`src/rtl/ks_pkg.sv`:
```
// Shared constants for the ks audio output path: sample width, PWM frame
// length and modulator selection encoding.
package ks_pkg;
   localparam int DATA_WIDTH = 8;
   localparam int PWM_FRAME  = 256;
   localparam int CNT_WIDTH  = $clog2(PWM_FRAME);

   typedef enum logic {
      MODE_PWM = 1'b0,
      MODE_SD  = 1'b1
   } ks_mode_e;
endpackage

```
`src/rtl/ks_sigma_delta.sv`:
```
// First-order sigma-delta accumulator; bit_o is the carry of acc + level and
// is registered by the caller.
module ks_sigma_delta
   import ks_pkg::*;
#(
   parameter int LW = CNT_WIDTH
) (
   input  logic          clk_i,
   input  logic          rst_i,
   input  logic [LW-1:0] level_i,
   input  logic          en_i,
   output logic          bit_o
);
   logic [LW-1:0] acc_q;
   logic [LW:0]   sum;

   assign sum   = {1'b0, acc_q} + {1'b0, level_i};
   assign bit_o = en_i & sum[LW];

   // Accumulator parks at zero whenever this modulator is not selected.
   always_ff @(posedge clk_i) begin
      if (rst_i || !en_i) acc_q <= '0;
      else                acc_q <= sum[LW-1:0];
   end
endmodule

```
`src/rtl/ks_audio_out.sv`:
```
// 1-bit audio output: shadow/active sample double buffer feeding either a
// PWM or a first-order sigma-delta modulator, switched at frame boundaries.
module ks_audio_out
   import ks_pkg::*;
#(
   parameter int DATA_WIDTH = ks_pkg::DATA_WIDTH,
   parameter int DIV_WIDTH  = 16
) (
   input  logic                  clk_i,
   input  logic                  rst_i,
   input  logic                  en_i,
   input  logic                  mode_i,
   input  logic [DIV_WIDTH-1:0]  div_i,
   input  logic [2:0]            volume_i,
   input  logic [DATA_WIDTH-1:0] sample_i,
   input  logic                  sample_valid_i,
   output logic                  sample_ready_o,
   output logic                  frame_o,
   output logic                  underrun_o,
   input  logic                  underrun_clr_i,
   output logic                  audio_o
);
   logic [DATA_WIDTH-1:0] shadow_q, active_q, load_val, shifted, active_ob;
   logic                  shadow_full_q;
   ks_mode_e              mode_q;
   logic [CNT_WIDTH-1:0]  cnt_q, level;
   logic [DIV_WIDTH-1:0]  div_q;
   logic                  xfer, bnd, sd_en, sd_bit;

   assign sample_ready_o = ~shadow_full_q & ~rst_i;
   assign xfer           = sample_valid_i & sample_ready_o;
   assign bnd            = en_i & ((mode_q == MODE_PWM) ? (cnt_q == CNT_WIDTH'(PWM_FRAME - 1))
                                                        : (div_q == div_i));

   // Attenuation is applied once, as the sample enters the active register.
   assign load_val  = shadow_full_q ? shadow_q : sample_i;
   assign shifted   = $signed(load_val) >>> volume_i;
   assign active_ob = {~active_q[DATA_WIDTH-1], active_q[DATA_WIDTH-2:0]};
   assign level     = active_ob[DATA_WIDTH-1 -: CNT_WIDTH];

   always_ff @(posedge clk_i) begin
      if (rst_i) begin
         shadow_q      <= '0;
         active_q      <= '0;
         shadow_full_q <= 1'b0;
         underrun_o    <= 1'b0;
      end else begin
         // A transfer landing on a boundary with an empty shadow bypasses it.
         if (bnd && (shadow_full_q || xfer)) begin
            active_q      <= shifted;
            shadow_full_q <= 1'b0;
         end else if (xfer) begin
            shadow_q      <= sample_i;
            shadow_full_q <= 1'b1;
         end
         if (bnd && !shadow_full_q && !xfer) underrun_o <= 1'b1;
         else if (underrun_clr_i)            underrun_o <= 1'b0;
      end
   end

   always_ff @(posedge clk_i) begin
      if (rst_i) begin
         cnt_q   <= '0;
         div_q   <= '0;
         mode_q  <= MODE_PWM;
         audio_o <= 1'b0;
         frame_o <= 1'b0;
      end else if (!en_i) begin
         cnt_q   <= '0;
         div_q   <= '0;
         audio_o <= 1'b0;
         frame_o <= 1'b0;
      end else begin
         frame_o <= bnd;
         if (bnd) mode_q <= ks_mode_e'(mode_i);
         // The idle modulator's counter is held at zero so a mode switch starts clean.
         if (mode_q == MODE_PWM) begin
            cnt_q   <= cnt_q + 1'b1;
            div_q   <= '0;
            audio_o <= (cnt_q < level);
         end else begin
            cnt_q   <= '0;
            div_q   <= bnd ? '0 : div_q + 1'b1;
            audio_o <= sd_bit;
         end
      end
   end

   assign sd_en = en_i & (mode_q == MODE_SD);

   ks_sigma_delta #(.LW(CNT_WIDTH)) u_sd (
      .clk_i   (clk_i),
      .rst_i   (rst_i),
      .level_i (level),
      .en_i    (sd_en),
      .bit_o   (sd_bit)
   );
endmodule

```
`config.mk`:
```
export PLATFORM = sky130hd
export DESIGN_NAME = ks_audio_out
export DESIGN_NICKNAME = d
export VERILOG_FILES = /design/src/rtl/ks_pkg.sv /design/src/rtl/ks_sigma_delta.sv /design/src/rtl/ks_audio_out.sv
export SDC_FILE = /design/constraint.sdc
export NUM_CORES = 1
export LEC_CHECK = 0
export CAP_MARGIN = 40
export CORE_AREA = 2 2 100 102
export DETAILED_ROUTE_END_ITERATION = 7
export DIE_AREA = 0 0 102 104
export GPL_TIMING_DRIVEN = 0
export HOLD_SLACK_MARGIN = 0.05
export PLACE_DENSITY = 0.53
export RECOVER_POWER = 25
export SYNTH_ARGS = -nofsm -noshare
export SYNTH_HDL_FRONTEND = slang
export SYNTH_SLANG_ARGS = --single-unit
```
`constraint.sdc`:
```
create_clock -name clk_i -period 1.77 [get_ports clk_i]
set_input_delay 0.354 -clock clk_i [delete_from_list [all_inputs] [get_ports clk_i]]
set_output_delay 0.354 -clock clk_i [all_outputs]
set_load 0.02 [all_outputs]
```
==> reports/results.ini, run 1 <==
[run_status]
outcome=complete, but fails checks
failed_checks=negative setup slack

[critical_path]
crit_required_ns=1.98
crit_start=div_q[0]$_SDFF_PP0_
arrival_ns=2.04
path_cells=xor2_1, nor4_2, nand4_2, buf_6, o21ai_4, buf_12, mux2_4
crit_type=reg -> reg
cp_max_fo=8
r2r-start=div_q[0]$_SDFF_PP0_
endpoint_kind=flip-flop
startpoint_type=flip-flop
critPathMaxStageDelay_ns=0.36
critPathSlowestCell=dfxtp_4
r2r_slack_ns=-0.06

[yosys]
syn_inst=325
synth-edff-count=0
synth_nets=376
async_reset_ff_share_pct=0
yosysMostFrequentCell=dfxtp_1
syn_avg_cell_area_um2=9.22
synth-compound-area-share_pct=9.85
ys_top_cells_by_count=dfxtp_1 (53), nor2_1 (41), nand2_1 (32), xor2_1 (25), inv_1 (18)
ys_top_cells_by_area=dfxtp_1 (35%), xor2_1 (7.3%), ha_1 (7.1%)
synthMuxAreaShare_pct=14.1
synth-main-ff-cell=dfxtp_1
synth_fa_ha_area_share_pct=7.76
synth.distinct_cells=40
yosysTopAreaCellShare_pct=35.4
syn_area_um2=3000
ys_ff_latch=53
synth_top_family_by_area=simple AND/OR/NAND/NOR gates
seq_area_frac_synth_pct=35.4
synth.largest_area_cell=dfxtp_1
synthSimpleGateAreaFrac_pct=18.3
yosys_warnings=0
synth_xor_xnor_area_share_pct=11.1

[min_path]
hp-class=reg -> reg
worstHoldStart=div_q[0]$_SDFF_PP0_

[drt]
drt_iter0_drc=53
num_vias=2369
wirelength_um=6390
wl_per_cell_um=12.5
firstDrtPassIters=4
via_per_inst=4.64
postRouteAntennaNets=0
drc_errors=0

[timing]
setup_slack_ns=-0.0645
fin_crit_ns=1.83
slew_violations=0
whs_ns=0.429
skew_ns=0.0123
hold_viol=0
setup_violations=16
post-route-period-util_pct=104
tightestPinTransition_ns=0.478
finalSetupTns_ns=-0.651
max_slew_margin_pct=68.2
fmax_ghz=0.545
rsz0062_at_grt=true

[clock_network]
cts_buffers=5
htree_num_levels=2
clkTransAtPathRegs_ns=0.10
clock_sinks=53
cts-root-buf=clkbuf_8
clock_latency_ns=0.31
cts_tree=done
cts_hold_buf=0
clockBufferDepth=2

[cells_and_area]
final_nets=428
drive_above_1_share_pct=22.0
stdcell_count=511
area_growth_pct=30.1
antenna_cells=0
finalInstanceArea_um2=3900

[job]
drv_cap=0

[die]
fp-row-count=36
die_y_um=104
coreArea_um2=9550
die_x_um=102
dieArea_um2=10600
start_util_pct=31.4
ios=37

[place]
placed_cells=491
dp_hpwl_um=4760
io_buffers=33
post_dp_cell_area_um2=3490
dp_slack_ns=-0.813
place.gp.congestion=0.776

[power_and_ir_drop]
vdd_drop_max_v=0.000310
leakagePower_uw=0.00157
p_seq_share_pct=56.0
clockPowerShare_pct=31.1
switching_share_pct=24.6
p_int_uw=1640
switching_power_uw=537
combPwrFrac_pct=13.0
power_density_nw_per_um2=558

[global_route]
grt_pass1_vias=2364
grt_pass1_wl_um=10900
gr-total-overflow=0
grt_max_degree=16
grt_antenna_before_repair=0
track_usage_pct=12.8

-- worst paths after layout --
check / endpoint / cells past startpoint
worst max-delay path: shadow_q[1]$_SDFFE_PP0P_ / 7
worst min-delay path: div_q[0]$_SDFF_PP0_ / 1
worst max register to register: shadow_q[1]$_SDFFE_PP0P_ / 7
worst min register to register: div_q[0]$_SDFF_PP0_ / 1
-- cell type report --
class	count	area, um^2
clock buffers	6	72.6
well taps	133	166
inverters	18	67.6
flip-flops and latches	53	1080
multi-input cells	246	2010
repair buffers	45	447
fillers	1020	5650
clock inverters	2	10.0
plain buffers	8	41.3
-- cells in the final DEF (no fill, tap or decap), types with 4 or more instances in the layout --
cell / count
mux2_2: 5
nor2_1: 40
mux2_4: 8
ha_1: 14
dfxtp_1: 40
clkbuf_8: 5
nand2_1: 32
xnor2_1: 13
a21oi_1: 9
mux4_2: 7
dfxtp_2: 10
dlymetal6s2s_1: 5
inv_1: 17
xor2_1: 22
mux2i_1: 12
buf_4: 10
clkdlybuf4s50_1: 14
dlygate4sd2_1: 12
o21ai_0: 7
and3_1: 5
clkbuf_1: 4
nor2b_1: 10
a21o_1: 5
nand3_1: 7
-- critical path: cells and delay by family, from the launching register on --
| kind | cells | cell delay [ns] |
|---|---|---|
| xor gates and xnor gates | 1 | 0.16 |
| DFF | 1 | 0.36 |
| buffers and inverters | 2 | 0.30 |
| and+or+nand+nor | 2 | 0.48 |
| AOI/OAI and AO/OA | 1 | 0.13 |
| muxes | 1 | 0.30 |
-- power groups by stage --
| stage | sequential (uW) | clock [uW] | combinational [uW] |
|---|---|---|---|
| after floorplan | 1250 | 0 | 154 |
| after global placement | 1250 | 0 | 267 |
| after detailed placement | 1250 | 0 | 267 |
| after CTS | 1220 | 707 | 279 |
| after global routing | 1220 | 762 | 310 |
| final | 1220 | 677 | 283 |
-- routing by layer --
| metal | up-vias | track usage (%) | part of all wire [%] |
|---|---|---|---|
| met3 | 7 | 2.62 | 2.4 |
| met5 | - | 0 | 0 |
| met1 | 1112 | 17.5 | 49 |
| met4 | 0 | 3.43 | 1.1 |
| li1 | 1225 | - | - |
| met2 | 25 | 20.5 | 48 |
-- registers in the layout (all words and copies together) (netlist names) --
register and flops:
div_q 16, audio_o 1, u_sd.acc_q 8, active_q 8, shadow_q 8, frame_o 1, cnt_q 8, shadow_full_q 1
underrun_o 1, mode_q 1
-- what timing repair did --
item,CTS,global route
buffers inserted,9,3
pin swaps,10,11
gates resized for setup,41,34
endpoints found under the setup margin,39,34
-- logic make-up (layout without fill, tap and decap cells) --
| logic type | Yosys count | after routing |
|---|---|---|
| simple gates | 116 | 116 |
| flops | 53 | 53 |
| compound gates | 42 | 42 |
| xor+xnor | 38 | 38 |
| mux | 32 | 32 |
| buf+inv | 26 | 79 |
| fa+ha+maj | 18 | 18 |
-- through the flow --
step                total power, uW  util, %
floorplan                      1400        -
global placement               1520     36.6
detailed placement             1520     36.6
CTS                            2210     39.4
global route                   2290     40.9
finish                         2180     40.9
Note: power is estimated with default switching activity, not from simulation.
==> run 2: changes to the inputs <==
--- a/config.mk
+++ b/config.mk
@@ -16,3 +16,4 @@
 export SYNTH_ARGS = -nofsm -noshare
 export SYNTH_HDL_FRONTEND = slang
 export SYNTH_SLANG_ARGS = --single-unit
+export TNS_END_PERCENT = 10
==> reports/results.ini, run 2 (same netlist as run 1, synthesis figures left out) <==
[run_status]
outcome=complete, but fails checks
failed_checks=negative setup slack

[critical_path]
cp_max_fo=8  ; unchanged
arrival_ns=2.05  ; about the same
endpoint_kind=flip-flop
crit_required_ns=1.97  ; about the same
crit_type=reg -> reg
startpoint_type=flip-flop

[cells_and_area]
layout_commonest_cell=dfxtp_1
regMostFlops=div_q
layout_common_cells=dfxtp_1 (41), nor2_1 (40), nand2_1 (32)
final_nets=427  ; -0.23%
finalInstanceArea_um2=3850  ; -1.3%
fill_cells=1001  ; -1.9%
largest_register_ffs=16  ; unchanged
area_growth_pct=28.5
drive_above_1_share_pct=20.4  ; -1.5 points
stdcell_count=510  ; -0.20%
antenna_cells=0  ; unchanged

[power_and_ir_drop]
leakagePower_uw=0.00154  ; -1.9%
vdd_drop_max_v=0.000285  ; -8.2%
power_uw=2180  ; +0.24%
power_density_nw_per_um2=567  ; +1.5%

[clock_network]
cts_buffers=5  ; unchanged
htree_num_levels=2  ; unchanged
cts_hold_buf=0  ; unchanged
cts_tree=done
clockBufferDepth=2  ; unchanged
cts-root-buf=clkbuf_8
clkTransAtPathRegs_ns=0.10  ; about the same
clock_sinks=53  ; unchanged
clock_latency_ns=0.31  ; about the same

[drt]
wirelength_um=6490  ; +1.6%
postRouteAntennaNets=0  ; unchanged
firstDrtPassIters=4  ; unchanged
num_vias=2369  ; unchanged
drt_iter0_drc=83  ; +57%
drc_errors=0  ; unchanged
via_per_inst=4.65  ; +0.20%
wl_per_cell_um=12.7  ; +1.8%

[place]
post_dp_cell_area_um2=3490  ; unchanged
dp_slack_ns=-0.817  ; -0.00454 ns
place.gp.congestion=0.780  ; +0.58%
io_buffers=33  ; unchanged
placed_cells=491  ; unchanged
dp_hpwl_um=4840  ; +1.6%

[global_route]
grt_max_degree=16  ; unchanged
track_usage_pct=12.9  ; +0.045 points
grt_pass1_vias=2360  ; -0.17%
gr-total-overflow=0  ; unchanged
grt_pass1_wl_um=11000  ; +0.63%
grt_antenna_before_repair=0  ; unchanged

[timing]
tightestPinTransition_ns=0.520  ; +0.0421 ns
setup_violations=18  ; +2
skew_ns=0.00862  ; -0.00364 ns
slew_violations=0  ; unchanged
post-route-period-util_pct=105  ; +1.0 points
max_slew_margin_pct=65.4  ; -2.8 points
fin_crit_ns=1.85  ; +0.0180 ns
rsz0062_at_grt=true
hold_viol=0  ; unchanged
setup_slack_ns=-0.0825  ; -0.0180 ns
finalSetupTns_ns=-1.04  ; -0.385 ns
fmax_ghz=0.540  ; -0.97%

[die]
dieArea_um2=10600  ; unchanged
die_x_um=102  ; unchanged
coreArea_um2=9550  ; unchanged
ios=37  ; unchanged
fp-row-count=36  ; unchanged
die_y_um=104  ; unchanged
start_util_pct=31.4  ; unchanged

[job]
drv_cap=0  ; unchanged

[min_path]
hp-class=reg -> reg

## run 2: changes by cell type in the layout (fill, tap and decap cells not counted), moves of 2 or more
cell / before / now
xor2_1: 22 / 24
buf_4: 10 / 8
dlymetal6s2s_1: 5 / 2
xor2_2: 3 / 1
clkdlybuf4s50_1: 14 / 17
## run 2: per-stage QoR
stage / hold slack [ns] / util (%)
after global routing: 0.459 / 40.3
after global placement: 0.465 / 36.6
after CTS: 0.457 / 39.2
after floorplan: 0.437 / -
after detailed placement: 0.464 / 36.6
final: 0.446 / 40.3
## run 2: worst max-delay path, cell delays in order (launching register included)
cell	delay, ns
dfxtp_2	0.37
ha_2	0.21
nand3_2	0.13
nor3_4	0.36
a31oi_4	0.14
o21ai_4	0.09
buf_12	0.16
mux2_4	0.30
## run 2: final timing paths
| check | start | endpoint | slack [ns] | depth (start not counted) |
|---|---|---|---|---|
| max | cnt_q[0]$_SDFF_PP0_ | shadow_q[0]$_SDFFE_PP0P_ | -0.08 | 7 |
| min | div_q[0]$_SDFF_PP0_ | div_q[0]$_SDFF_PP0_ | 0.45 | 1 |
| max reg2reg | cnt_q[0]$_SDFF_PP0_ | shadow_q[0]$_SDFFE_PP0P_ | -0.08 | 7 |
| min reg2reg | div_q[0]$_SDFF_PP0_ | div_q[0]$_SDFF_PP0_ | 0.45 | 1 |
## run 2: cell type report
class / count / area [um^2] / area share (%)
buffer: 8 / 45.0 / 1.17
multi-input combinational: 246 / 1980 / 51.4
inverter: 18 / 67.6 / 1.75
clock buffer: 6 / 72.6 / 1.88
tap: 133 / 166 / 4.32
sequential: 53 / 1080 / 28.1
clock inverter: 2 / 10.0 / 0.260
timing repair buffer: 44 / 430 / 11.2
## run 2: report_power, final
group / internal [uW] / switching (uW) / total (uW)
sequential: 1210 / 12.8 / 1220
clock: 276 / 406 / 681
combinational: 160 / 122 / 281
total: 1640 / 540 / 2180
## run 2: layer usage
layer | track usage [%] | share of wire (%) | routed length [um] | vias to the layer above
li1 | - | - | - | 1226
met1 | 17.3 | 49 | 3180 | 1101
met2 | 21.0 | 48 | 3090 | 35
met3 | 2.28 | 2.4 | 159 | 7
met4 | 3.43 | 0.82 | 53 | 0
met5 | 0 | 0 | 0 | -
## run 2: timing repair
action                                  4_1_cts  5_1_grt
pin swaps                                    11        8
endpoints found under the setup margin       39       34
setup buffers                                 7        4
resized for setup                            43       23
==> run 3: changes to the inputs <==
--- a/config.mk
+++ b/config.mk
@@ -6,12 +6,13 @@
 export NUM_CORES = 1
 export LEC_CHECK = 0
 export CAP_MARGIN = 40
-export CORE_AREA = 2 2 100 102
+export CORE_AREA = 2 2 81 83
+export CTS_CLUSTER_DIAMETER = 40
 export DETAILED_ROUTE_END_ITERATION = 7
-export DIE_AREA = 0 0 102 104
+export DIE_AREA = 0 0 83 85
 export GPL_TIMING_DRIVEN = 0
-export HOLD_SLACK_MARGIN = 0.05
-export PLACE_DENSITY = 0.53
+export HOLD_SLACK_MARGIN = 0.08
+export PLACE_DENSITY = 0.75
 export RECOVER_POWER = 25
 export SYNTH_ARGS = -nofsm -noshare
 export SYNTH_HDL_FRONTEND = slang
==> reports/results.ini, run 3 (same netlist as run 1, synthesis figures left out) <==
[timing]
fmax_ghz=0.541  ; +0.27%
hold_viol=0  ; unchanged
skew_ns=0.00638  ; -0.00224 ns
setup_violations=10  ; -8
post-route-period-util_pct=104  ; -0.28 points
slew_violations=0  ; unchanged
tightestPinTransition_ns=0.454  ; -0.0660 ns
max_slew_margin_pct=69.8  ; +4.4 points
fin_crit_ns=1.85  ; -0.00490 ns
finalSetupTns_ns=-0.630  ; +0.406 ns
rsz0062_at_grt=true
setup_slack_ns=-0.0776  ; +0.00490 ns

[cells_and_area]
layout_common_cells=dfxtp_1 (42), nor2_1 (40), nand2_1 (32)
area_growth_pct=23.7
largest_register_ffs=16  ; unchanged
layout_commonest_cell=dfxtp_1
stdcell_count=449  ; -12%
final_nets=424  ; -0.70%
drive_above_1_share_pct=19.6  ; -0.80 points
antenna_cells=0  ; unchanged
regMostFlops=div_q

[critical_path]
crit_start=div_q[12]$_SDFF_PP0_
crit_required_ns=1.97  ; about the same
path_cells=xor2_1, nor4_2, nand4_2, buf_6, o21ai_4, buf_12, mux2_4
critPathMaxStageDelay_ns=0.35  ; -0.02 ns
startpoint_type=flip-flop
ff2ff_path_depth=7  ; unchanged
crit_type=reg -> reg
endpoint_kind=flip-flop
arrival_ns=2.04  ; about the same
cp.buffers_inverters=2  ; +1
rr_endpoint=shadow_q[1]$_SDFFE_PP0P_
crit_family=simple AND/OR/NAND/NOR gates
cp_max_fo=8  ; unchanged
cp.depth=7  ; unchanged
crit_end=shadow_q[1]$_SDFFE_PP0P_
r2r-start=div_q[12]$_SDFF_PP0_
r2r_slack_ns=-0.08  ; about the same
critPathSlowestCell=nor4_2

[clock_network]
clockBufferDepth=2  ; unchanged
cts_buffers=5  ; unchanged
cts_hold_buf=0  ; unchanged
cts_tree=done
clock_sinks=53  ; unchanged
cts-root-buf=clkbuf_8
clock_latency_ns=0.30  ; about the same
htree_num_levels=2  ; unchanged
clkTransAtPathRegs_ns=0.09  ; about the same

[global_route]
track_usage_pct=18.0  ; +5.2 points
grt_pass1_vias=2306  ; -2.3%
gr-total-overflow=0  ; unchanged
grt_antenna_before_repair=0  ; unchanged
grt_max_degree=15  ; -1
grt_pass1_wl_um=10500  ; -4.6%

[die]
start_util_pct=48.3  ; +17 points
die_x_um=83  ; -19%
coreArea_um2=6200  ; -35%
ios=37  ; unchanged
fp-row-count=29  ; -19%
dieArea_um2=7060  ; -33%
die_y_um=85  ; -18%

[place]
io_buffers=33  ; unchanged
place.gp.congestion=0.829  ; +6.3%
placed_cells=435  ; -11%
dp_hpwl_um=4400  ; -9.0%

[min_path]
hp-class=reg -> reg

[drt]
via_per_inst=5.30  ; +14%
postRouteAntennaNets=0  ; unchanged
wl_per_cell_um=13.3  ; +4.6%
num_vias=2381  ; +0.51%
drt_iter0_drc=62  ; -25%
wirelength_um=5980  ; -7.9%
firstDrtPassIters=5  ; +1
drc_errors=0  ; unchanged

[run_status]
outcome=complete, but fails checks
failed_checks=negative setup slack

[power_and_ir_drop]
vdd_drop_max_v=0.000429  ; +51%
power_uw=2140  ; -2.0%
leakagePower_uw=0.00152  ; -0.88%
power_density_nw_per_um2=577  ; +1.8%

[job]
drv_cap=0  ; unchanged

[run 3: cell count changes in the layout (fill, tap and decap cells not counted), sizes merged]
cell           previous run  this run
buf                      14        12
dlymetal6s2s              2         3
clkdlybuf4s50            17        15
clkinv                    2         1
dlygate4sd2              13        14
clkbuf                   11         9
[run 3: how the worst min path moves through the flow]
stage	startpoint	end	slack [ns]	cells after the start
5_1_grt	cnt_q[0]$_SDFF_PP0_	cnt_q[0]$_SDFF_PP0_	0.46	1
3_3_place_gp	cnt_q[0]$_SDFF_PP0_	cnt_q[0]$_SDFF_PP0_	0.46	1
3_5_place_dp	underrun_o$_SDFFE_PP0P_	underrun_o$_SDFFE_PP0P_	0.45	2
2_1_floorplan	cnt_q[0]$_SDFF_PP0_	cnt_q[0]$_SDFF_PP0_	0.44	1
6_report	cnt_q[0]$_SDFF_PP0_	cnt_q[0]$_SDFF_PP0_	0.45	1
4_1_cts	volume_i[2]	active_q[0]$_SDFFE_PP0P_	0.46	4
[run 3: area by class of cell]
type / count / area (um^2)
Tap cell: 77 / 96.3
Clock buffer: 5 / 68.8
Timing Repair Buffer: 41 / 397
Multi-Input combinational cell: 246 / 1960
Sequential cell: 53 / 1080
Buffer: 8 / 42.5
Inverter: 18 / 67.6
Clock inverter: 1 / 5.00
Fill cell: 515 / 2490
[run 3: worst register-to-register path, delay by kind of cell (launching register included)]
family	cells	cell delay, ns
AO/OA/AOI/OAI	1	0.14
XOR/XNOR	1	0.16
buffers and inverters	2	0.31
flip-flops	1	0.33
multiplexers	1	0.30
AND/OR/NAND/NOR	2	0.50
[run 3: report_power, final]
group	switching [uW]	total, uW	internal [uW]
clock	378	640	262
combinational	121	278	157
sequential	12.9	1220	1210
total	512	2140	1630
[run 3: stage by stage]
step | instance area [um^2] | setup slack, ns | utilization (%) | hold slack [ns]
6_report | 3710 | -0.0776 | 59.8 | 0.448
5_1_grt | 3710 | -0.161 | 59.8 | 0.461
4_1_cts | 3640 | -0.105 | 58.7 | 0.457
3_5_place_dp | 3420 | -0.726 | 55.2 | 0.445
3_3_place_gp | 3420 | -0.667 | 55.2 | 0.462
2_1_floorplan | 3000 | -0.0198 | - | 0.437
[run 3: metal layers]
metal  vias up  routed length, um  GRT usage (%)
met3         7                180           3.21
met1      1119               2840           23.8
met2        38               2890           30.4
met4         0                 68           5.07
li1       1217                  -              -
met5         -                  0              0
[run 3: what timing repair did]
action / in CTS / in global routing
resized for setup: 44 / 19
setup endpoints to repair: 38 / 30
pin swaps: 10 / 8
setup buffers: 7 / 1
